==> src/rtl/pc_fetch_unit.sv <==
// pc_fetch_unit: program counter plus single-outstanding instruction fetch for the RV32I core
module pc_fetch_unit #(
    parameter int XLEN = 32,
    parameter logic [XLEN-1:0] RESET_PC = '0
) (
    input  logic            clk,
    input  logic            rst,
    input  logic [1:0]      PCsrc,
    input  logic [XLEN-1:0] pc_target,
    input  logic [XLEN-1:0] jalr_target,
    output logic            imem_req,
    output logic [XLEN-1:0] imem_addr,
    input  logic            imem_ready,
    input  logic            imem_rvalid,
    input  logic [31:0]     imem_rdata,
    output logic            instr_valid,
    output logic [31:0]     instr,
    output logic [XLEN-1:0] pc,
    output logic [XLEN-1:0] pc_plus4,
    input  logic            instr_ready,
    output logic            misalign_err
);
    localparam logic [2:0] S_IDLE = 3'd0;
    localparam logic [2:0] S_REQ  = 3'd1;
    localparam logic [2:0] S_WAIT = 3'd2;
    localparam logic [2:0] S_HOLD = 3'd3;
    localparam logic [2:0] S_ERR  = 3'd4;
    localparam logic [31:0] NOP = 32'h0000_0013;

    logic [2:0]      state_q, state_d;
    logic [XLEN-1:0] pc_q, pc_d, next_pc;
    logic [31:0]     instr_q, instr_d;

    assign next_pc = PCsrc == 2'b01 ? pc_target
                   : PCsrc == 2'b10 ? {jalr_target[XLEN-1:1], 1'b0}
                   : pc_q + XLEN'(4);

    always_comb begin
        state_d = state_q;
        pc_d    = pc_q;
        instr_d = instr_q;
        case (state_q)
            S_IDLE: state_d = S_REQ;
            S_REQ:  state_d = imem_ready ? S_WAIT : S_REQ;
            S_WAIT: begin
                state_d = imem_rvalid ? S_HOLD : S_WAIT;
                instr_d = imem_rvalid ? imem_rdata : instr_q;
            end
            S_HOLD: if (instr_ready) begin
                state_d = |next_pc[1:0] ? S_ERR : S_REQ;
                pc_d    = |next_pc[1:0] ? pc_q : next_pc;
            end
            default: state_d = S_ERR;
        endcase
    end

    always_ff @(posedge clk) begin
        if (rst) begin
            state_q <= S_IDLE;
            pc_q    <= RESET_PC;
            instr_q <= NOP;
        end else begin
            state_q <= state_d;
            pc_q    <= pc_d;
            instr_q <= instr_d;
        end
    end

    assign imem_req     = state_q == S_REQ;
    assign imem_addr    = pc_q;
    assign instr_valid  = state_q == S_HOLD;
    assign misalign_err = state_q == S_ERR;
    assign instr        = instr_q;
    assign pc           = pc_q;
    assign pc_plus4     = pc_q + XLEN'(4);
endmodule
==> config.mk <==
export PLATFORM = sky130hd
export DESIGN_NAME = pc_fetch_unit
export DESIGN_NICKNAME = d
export VERILOG_FILES = /design/src/rtl/pc_fetch_unit.sv
export SDC_FILE = /design/constraint.sdc
export NUM_CORES = 1
export LEC_CHECK = 0
export BUFFER_PORTS_ARGS = -buffer_cell sky130_fd_sc_hd__buf_2
export CAP_MARGIN = 10
export CORE_ASPECT_RATIO = 0.5
export CORE_MARGIN = 2
export CORE_UTILIZATION = 40
export CTS_CLUSTER_SIZE = 10
export DETAILED_ROUTE_END_ITERATION = 8
export GPL_TIMING_DRIVEN = 0
export PLACE_DENSITY_LB_ADDON = 0.25
export SYNTH_ARGS = -nofsm -noshare
export SYNTH_HDL_FRONTEND = slang
export SYNTH_SLANG_ARGS = --single-unit
==> constraint.sdc <==
create_clock -name clk -period 1.95 [get_ports clk]
set_input_delay 0.195 -clock clk [delete_from_list [all_inputs] [get_ports clk]]
set_output_delay 0.195 -clock clk [all_outputs]
set_load 0.02 [all_outputs]
; After elaboration in Yosys (flattened, before gate mapping)
; Cells that the tools add are included.
[classes]
n_reduce_logical = 4
n_bitwise = 1
n_eq_ne = 7
n_addsub = 1
mux = 7
[op_table]
columns = operator, n
row1 = $mux W32, 2
row2 = $add A32 B3 Y32 const B, 1
row3 = $pmux W3 S4, 1
row4 = $eq A3 B2 Y1 const B, 2
row5 = $mux W3, 2
row6 = $eq A3 B1 Y1 const B, 1
row7 = $eq A3 B3 Y1 const B, 1
row8 = $logic_not A3 Y1, 1
row9 = $reduce_and A3 Y1, 1
row10 = $eq A2 B1 Y1 const B, 1
row11 = $eq A2 B2 Y1 const B, 1
row12 = $mux W2, 1
row13 = $ne A2 B1 Y1 const B, 1
row14 = $reduce_and A2 Y1, 1
row15 = $reduce_or A2 Y1, 1
row16 = $mux W1, 1
row17 = $not A1 Y1, 1
[totals]
word_cells = 23
out_inout_bits = 131
in_bits = 103
reg_bits = 67

; Longest topological paths before layout
; Gate-level depths: netlist of run 1.
[depth]
word_depth = 7
mapped_depth = 8
mapped_depth_nobuf = 7

; Worst setup path before layout of run 1
; OpenSTA, ideal clock, no wires.
[synth_path]
path_kind = flip-flop to output port
from = reg pc_q[2] (netlist: imem_addr[2])
to = out pc_plus4[26]
t_required_ps = 1755
arrival_time_ps = 2133
stages_incl_launch_ff = 7
path_slack_ps = -378
path_buffers = 1
path_cell_list = dfxtp_1 ha_1 nand3_1 or2_1 clkbuf_2 or4_4 xnor2_1
[synth_via]
elab_chain_cells = 1
[synth_lines]
columns = item, line_no
row1 = from (decl), 31  ; logic [XLEN-1:0] pc_q, pc_d, next_pc;
row2 = from (signal assigned), 64  ; pc_q <= pc_d;
row3 = $add A32 B3 Y32, 75  ; assign pc_plus4 = pc_q + XLEN'(4);
row4 = to (decl), 19  ; output logic [XLEN-1:0] pc_plus4,
; Every way passes these cells.

; Worst setup path in the final report of run 1
[layout_path]
from = reg pc_q[12] (netlist: imem_addr[12])
to = out pc_plus4[20]
; Same word-level chain as after synthesis.

==> reports/results.tsv, run 1 <==
metric	value	unit
placementRows	25	
routed_via_density	5.64	
max_freq	445	MHz
synthesis.nets	641	
final_hold_viol_count	0	
drv_slew	0	
grtUsageTotal	28.2	%
antenna_found_initial	0	
min_period	2250	ps
num_vias	5624	
root_buffer	clkbuf_16	
worst_slack	-298	ps
start_util	41.9	%
synth_area	4040	um^2
synth-seq-cells	67	
rr_startpoint	imem_addr[6]$_SDFFE_PP0P_	
grt_pass1_vias	5006	
drive_gt1_share	54.8	%
cp.required	1750	ps
gp_congestion	0.912	
synth-edff-count	0	
slew_headroom	49.6	%
ys_seq_area_share	33.2	%
insertion_delay	340	ps
h-tree-depth	3	
antenna_left	0	
final_cell_count_no_fill	997	
end_kind	primary output	
hp-class	in -> reg	
grt_pass1_wl	24.4	mm
die_area	11000	um^2
grt_overflow	0	
p_per_area	523	nW/um^2
ys_warn_count	0	
clockBufferDepth	2	
clk_pin_slew	60	ps
numCtsBuffers	9	
dr.pass1.iters	6	
synthArstFlopShare	0	%
place_inst	903	
cts_tree	done	
drv_cap	0	
synth_area_leader_cell	dfxtp_1	
ir_worst_vdd	0.445	mV
grt_max_degree	14	
startpoint	imem_addr[12]$_SDFFE_PP0P_	
rsz0062_at_grt	yes	
syn_inst	537	
synth_cell_type_count	65	
fp.dieW	146	um
io_pins	234	
synth.most_common_cell	nand2_1	
nFillCells	713	
die_h	75.1	um
fin_crit_sh	115	%
violations	negative setup slack	
ys_top_cells_by_count	84 x nand2_1, 67 x dfxtp_1, 55 x a21oi_1	
path_max_fanout	6	
drt-total-wl	18.4	mm
syn_avg_cell_area	7.53	um^2
r2r_slack	-170	ps
drcViolationCount	0	
power.total	3.65	mW
core_area	9630	um^2
tightest_slew	756	ps
dp_hpwl	10.8	mm
skew	11.1	ps
setup_viol	29	
cts.sinks	67	
drt_iter0_markers	541	
worstPathArrival	2050	ps
crit_type	reg -> out	
synth_top_area_share	33.2	%
synthToLayoutAreaGrowth	72.9	%
nets	961	
status	finished, violations left	
port_buffers	231	
critPathLaunchType	flop	
synthTopCellsByArea	dfxtp_1 33%, nand2_1 7.8%, a21oi_1 6.8%	
holdBufCountCts	0	
hp-start	imem_rdata[0]	
synth_flop_cell	dfxtp_1	
leakagePower	3.48	nW
post_drt_wl_per_cell	18.4	um
n_antenna_cell	0	
cell type report:
class / count / area (um^2) / area share (%)
multi-input combinational: 389 / 2700 / 38.7
timing repair buffer: 315 / 1960 / 28.0
sequential: 67 / 1420 / 20.3
buffer: 67 / 407 / 5.82
clock buffer: 10 / 229 / 3.28
tap: 135 / 169 / 2.42
clock inverter: 6 / 72.6 / 1.04
inverter: 8 / 30.0 / 0.430
state kept, by name, indices dropped and copies added (netlist names):
name	flops
state_q	3
imem_addr	32
instr	32
placed cells by master (no fill, tap or decap), types with 3 or more instances in the layout:
cell type | Yosys | layout
nand3_4 | 0 | 4
a22oi_1 | 5 | 5
buf_4 | 34 | 113
nand2_4 | 0 | 3
a21o_1 | 3 | 3
a31oi_1 | 5 | 5
dfxtp_4 | 0 | 19
mux2i_1 | 4 | 4
and3_4 | 0 | 3
nand3b_1 | 4 | 4
nand3_1 | 10 | 5
a22o_1 | 6 | 6
buf_2 | 11 | 213
nand2_1 | 84 | 80
a21oi_1 | 55 | 55
nand2b_1 | 3 | 3
nor4_4 | 0 | 5
nor3b_1 | 5 | 5
xnor2_1 | 18 | 6
a221o_1 | 4 | 4
nor4_1 | 7 | 3
and4_4 | 1 | 6
inv_1 | 7 | 7
nor2b_1 | 4 | 4
nand4_1 | 7 | 7
clkbuf_16 | 0 | 9
clkbuf_1 | 25 | 21
xor2_1 | 10 | 5
nor2_1 | 53 | 43
a2bb2oi_1 | 4 | 4
a222oi_1 | 3 | 3
xnor2_2 | 1 | 12
nor2_4 | 0 | 9
a211oi_1 | 8 | 7
xor2_2 | 0 | 5
dfxtp_2 | 0 | 7
dfxtp_1 | 67 | 41
o21ai_0 | 24 | 22
buf_6 | 0 | 29
nor3_1 | 16 | 15
final timing paths:
kind | to | cells after the start
worst max register to register | imem_addr[17]$_SDFFE_PP0P_ | 11
worst min register to register | instr[13]$_SDFFE_PP0P_ | 2
worst max-delay path | pc_plus4[20] | 8
worst min-delay path | instr[0]$_SDFFE_PP1P_ | 3
metal layers:
| layer | up-vias | share of wire (%) | GRT usage (%) |
|---|---|---|---|
| met5 | - | 0 | 0 |
| met4 | 0 | 6.5 | 11.1 |
| met3 | 130 | 12 | 9.03 |
| met2 | 464 | 45 | 50.1 |
| met1 | 2527 | 37 | 32.9 |
| li1 | 2503 | - | - |
per-stage QoR:
step	utilization (%)	setup slack [ps]	hold slack [ps]	cell area (um^2)	setup TNS, ps
detailed placement	56.9	-266	414	5490	-5950
global placement	56.9	-228	407	5490	-4550
global route	72.5	-376	80.7	6990	-6650
finish	72.5	-298	72.8	6990	-4410
CTS	67.5	-304	65.4	6510	-2910
floorplan	-	-13.8	274	4160	-35.5
timing repair:
item	CTS	global route
resized for setup	98	61
hold endpoints to repair	0	0
gates cloned	0	0
endpoints found under the setup margin	49	44
setup buffers	55	30
pin swaps	35	39
worst max-delay path, cell delays in order, from the launching register on:
cell and delay [ps]:
dfxtp_4 350, buf_6 120, nand4_1 100, buf_6 150, nor4_4 360, buf_4 190, nand3_4 70, xnor2_2 210
buf_4 180
where the power goes:
group	internal [mW]	switching (mW)	leakage (nW)	total [mW]
registers	1.38	0.0324	0.560	1.41
logic	0.241	0.340	2.78	0.581
clock network	1.00	0.658	0.144	1.66
logic make-up after synthesis:
kind of cell	after synthesis	synth area share, %
AND/OR/NAND/NOR	221	26.8
AO/OA/AOI/OAI	134	21.2
buffers and inverters	81	11.1
flip-flops	67	33.2
XOR/XNOR	29	6.47
multiplexers	4	0.991
adder cells (fa/ha/maj)	1	0.310
No activity file was read; power rests on OpenSTA's default activity.
==> run 2, diff against run 1 <==
--- a/config.mk
+++ b/config.mk
@@ -14,6 +14,7 @@
 export DETAILED_ROUTE_END_ITERATION = 8
 export GPL_TIMING_DRIVEN = 0
 export PLACE_DENSITY_LB_ADDON = 0.25
+export REMOVE_ABC_BUFFERS = 1
 export SYNTH_ARGS = -nofsm -noshare
 export SYNTH_HDL_FRONTEND = slang
 export SYNTH_SLANG_ARGS = --single-unit
==> run 2 against run 1 <==
The run still ends with negative setup slack left. Hold slack gained 5.0 ps. Critical path depth shrank 1. Register-to-register slack gained 110 ps. Utilization shrank 7.1 points. Clock power is essentially flat. First-iteration DRC count shrank 32%. Power shrank 2.0%.
==> reports/results.tsv, run 2 (synthesized netlist as in run 1, its figures left out) <==
metric	value	unit	change
place_inst	832		was 903
grt_max_degree	69		was 14
dp_hpwl	8.56	mm	was 10.8 mm
status	finished, violations left		unchanged
root_buffer	clkbuf_16		unchanged
drive_gt1_share	52.1	%	was 54.8%
nFillCells	807		was 713
post_drt_wl_per_cell	16.0	um	was 18.4 um
h-tree-depth	3		unchanged
worstPathArrival	2030	ps	was 2050 ps
core_area	9630	um^2	unchanged
leakagePower	3.01	nW	was 3.48 nW
drt_iter0_markers	369		was 541
end_kind	primary output		unchanged
gp_congestion	0.824		was 0.912
grt_pass1_vias	4067		was 5,006
setup_viol	21		was 29
placementRows	25		unchanged
holdBufCountCts	0		unchanged
holdWs	77.8	ps	was 72.8 ps
io_pins	234		unchanged
fin_util	65.5	%	was 72.5%
grt_pass1_wl	20.5	mm	was 24.4 mm
hp-class	in -> reg		unchanged
final_cell_count_no_fill	915		was 997
nets	879		was 961
antenna_left	0		unchanged
tightest_slew	818	ps	was 756 ps
cp.required	1750	ps	about the same
place_ws	-1050	ps	was -266 ps
final_cell_mix	212 x buf_2, 79 x nand2_1, 74 x buf_4, 55 x a21oi_1, 45 x nor2_1		was 213 x buf_2, 113 x buf_4, 80 x nand2_1, 55 x a21oi_1, 43 x nor2_1
numCtsBuffers	9		unchanged
insertion_delay	340	ps	about the same
critPathLaunchType	flop		unchanged
routed_via_density	5.37		was 5.64
cts.sinks	67		unchanged
grt_overflow	0		unchanged
drcViolationCount	0		unchanged
start_util	41.9	%	unchanged
num_vias	4916		was 5,624
layout_commonest_cell	buf_2		unchanged
die_area	11000	um^2	unchanged
slew_headroom	45.2	%	was 49.6%
n_antenna_cell	0		unchanged
ir_worst_vdd	0.356	mV	was 0.445 mV
drv_cap	0		unchanged
drv_slew	0		unchanged
fin_crit_sh	114	%	was 115%
min_period	2230	ps	was 2250 ps
rsz0062_at_grt	yes		unchanged
path_max_fanout	6		unchanged
max_freq	449	MHz	was 445 MHz
worst_slack	-277	ps	was -298 ps
p_per_area	568	nW/um^2	was 523 nW/um^2
synthToLayoutAreaGrowth	56.1	%	was 72.9%
drt-total-wl	14.6	mm	was 18.4 mm
clk_pin_slew	60	ps	about the same
skew	5.50	ps	was 11.1 ps
fp.dieW	146	um	unchanged
cts_tree	done		unchanged
dr.pass1.iters	6		unchanged
crit_type	reg -> out		unchanged
port_buffers	232		was 231
violations	negative setup slack		unchanged
clockBufferDepth	2		unchanged
final_hold_viol_count	0		unchanged
antenna_found_initial	0		unchanged
die_h	75.1	um	unchanged
grtUsageTotal	23.5	%	was 28.2%
[run 2: changes by cell type in the layout (fill, tap and decap cells not counted), moves of 4 or more]
| cell | delta |
|---|---|
| buf_4 | -39 |
| clkbuf_1 | -21 |
| buf_6 | -20 |
| xnor2_2 | -4 |
| xor2_2 | -4 |
[run 2: path summary, 6_finish.rpt]
| path | slack [ps] | from | cells after the start | end |
|---|---|---|---|---|
| min reg2reg | 450 | instr[24]$_SDFFE_PP0P_ | 2 | instr[24]$_SDFFE_PP0P_ |
| max | -280 | imem_addr[3]$_SDFFE_PP0P_ | 7 | pc_plus4[15] |
| max reg2reg | -60 | imem_addr[3]$_SDFFE_PP0P_ | 7 | imem_addr[23]$_SDFFE_PP0P_ |
| min | 80 | imem_rdata[4] | 3 | instr[4]$_SDFFE_PP1P_ |
[run 2: what timing repair did]
item	4_1_cts	5_1_grt
resized for setup	102	44
setup buffers	42	23
endpoints found under the setup margin	56	78
pin swaps	20	20
gates cloned	1	0
[run 2: per-layer routing]
metal,vias to the layer above,share of wire (%),GRT usage [%]
li1,2347,-,-
met1,2250,40,29.1
met2,263,49,40.7
met3,56,8.1,5.33
met4,0,3.5,9.92
met5,-,0,0
[run 2: per-stage QoR]
stage	total power [mW]	area, um^2	setup TNS (ps)
2_1_floorplan	1.68	3620	-12990
3_3_place_gp	1.91	4950	-55310
3_5_place_dp	1.91	4970	-28600
4_1_cts	3.57	5910	-3100
5_1_grt	3.73	6310	-5310
6_report	3.58	6310	-3360
[run 2: critical path, stage by stage, from the launching register on]
cell and delay [ps]:
dfxtp_4 360, buf_4 120, nand4_1 230, nor4_4 320, buf_6 180, buf_4 110, xor2_1 190, buf_4 190
[run 2: layout make-up]
cell class,count,area (um^2),area share [%]
clock buffer,9,225,3.57
clock inverter,7,77.6,1.23
inverter,8,35.0,0.555
multi-input combinational,390,2610,41.4
sequential,67,1420,22.6
tap,135,169,2.68
timing repair buffer,299,1770,28.0
[run 2: power by group]
part / total [mW] / internal, mW / switching [mW]
Clock: 1.64 / 0.997 / 0.641
Sequential: 1.41 / 1.38 / 0.0308
Combinational: 0.534 / 0.229 / 0.305
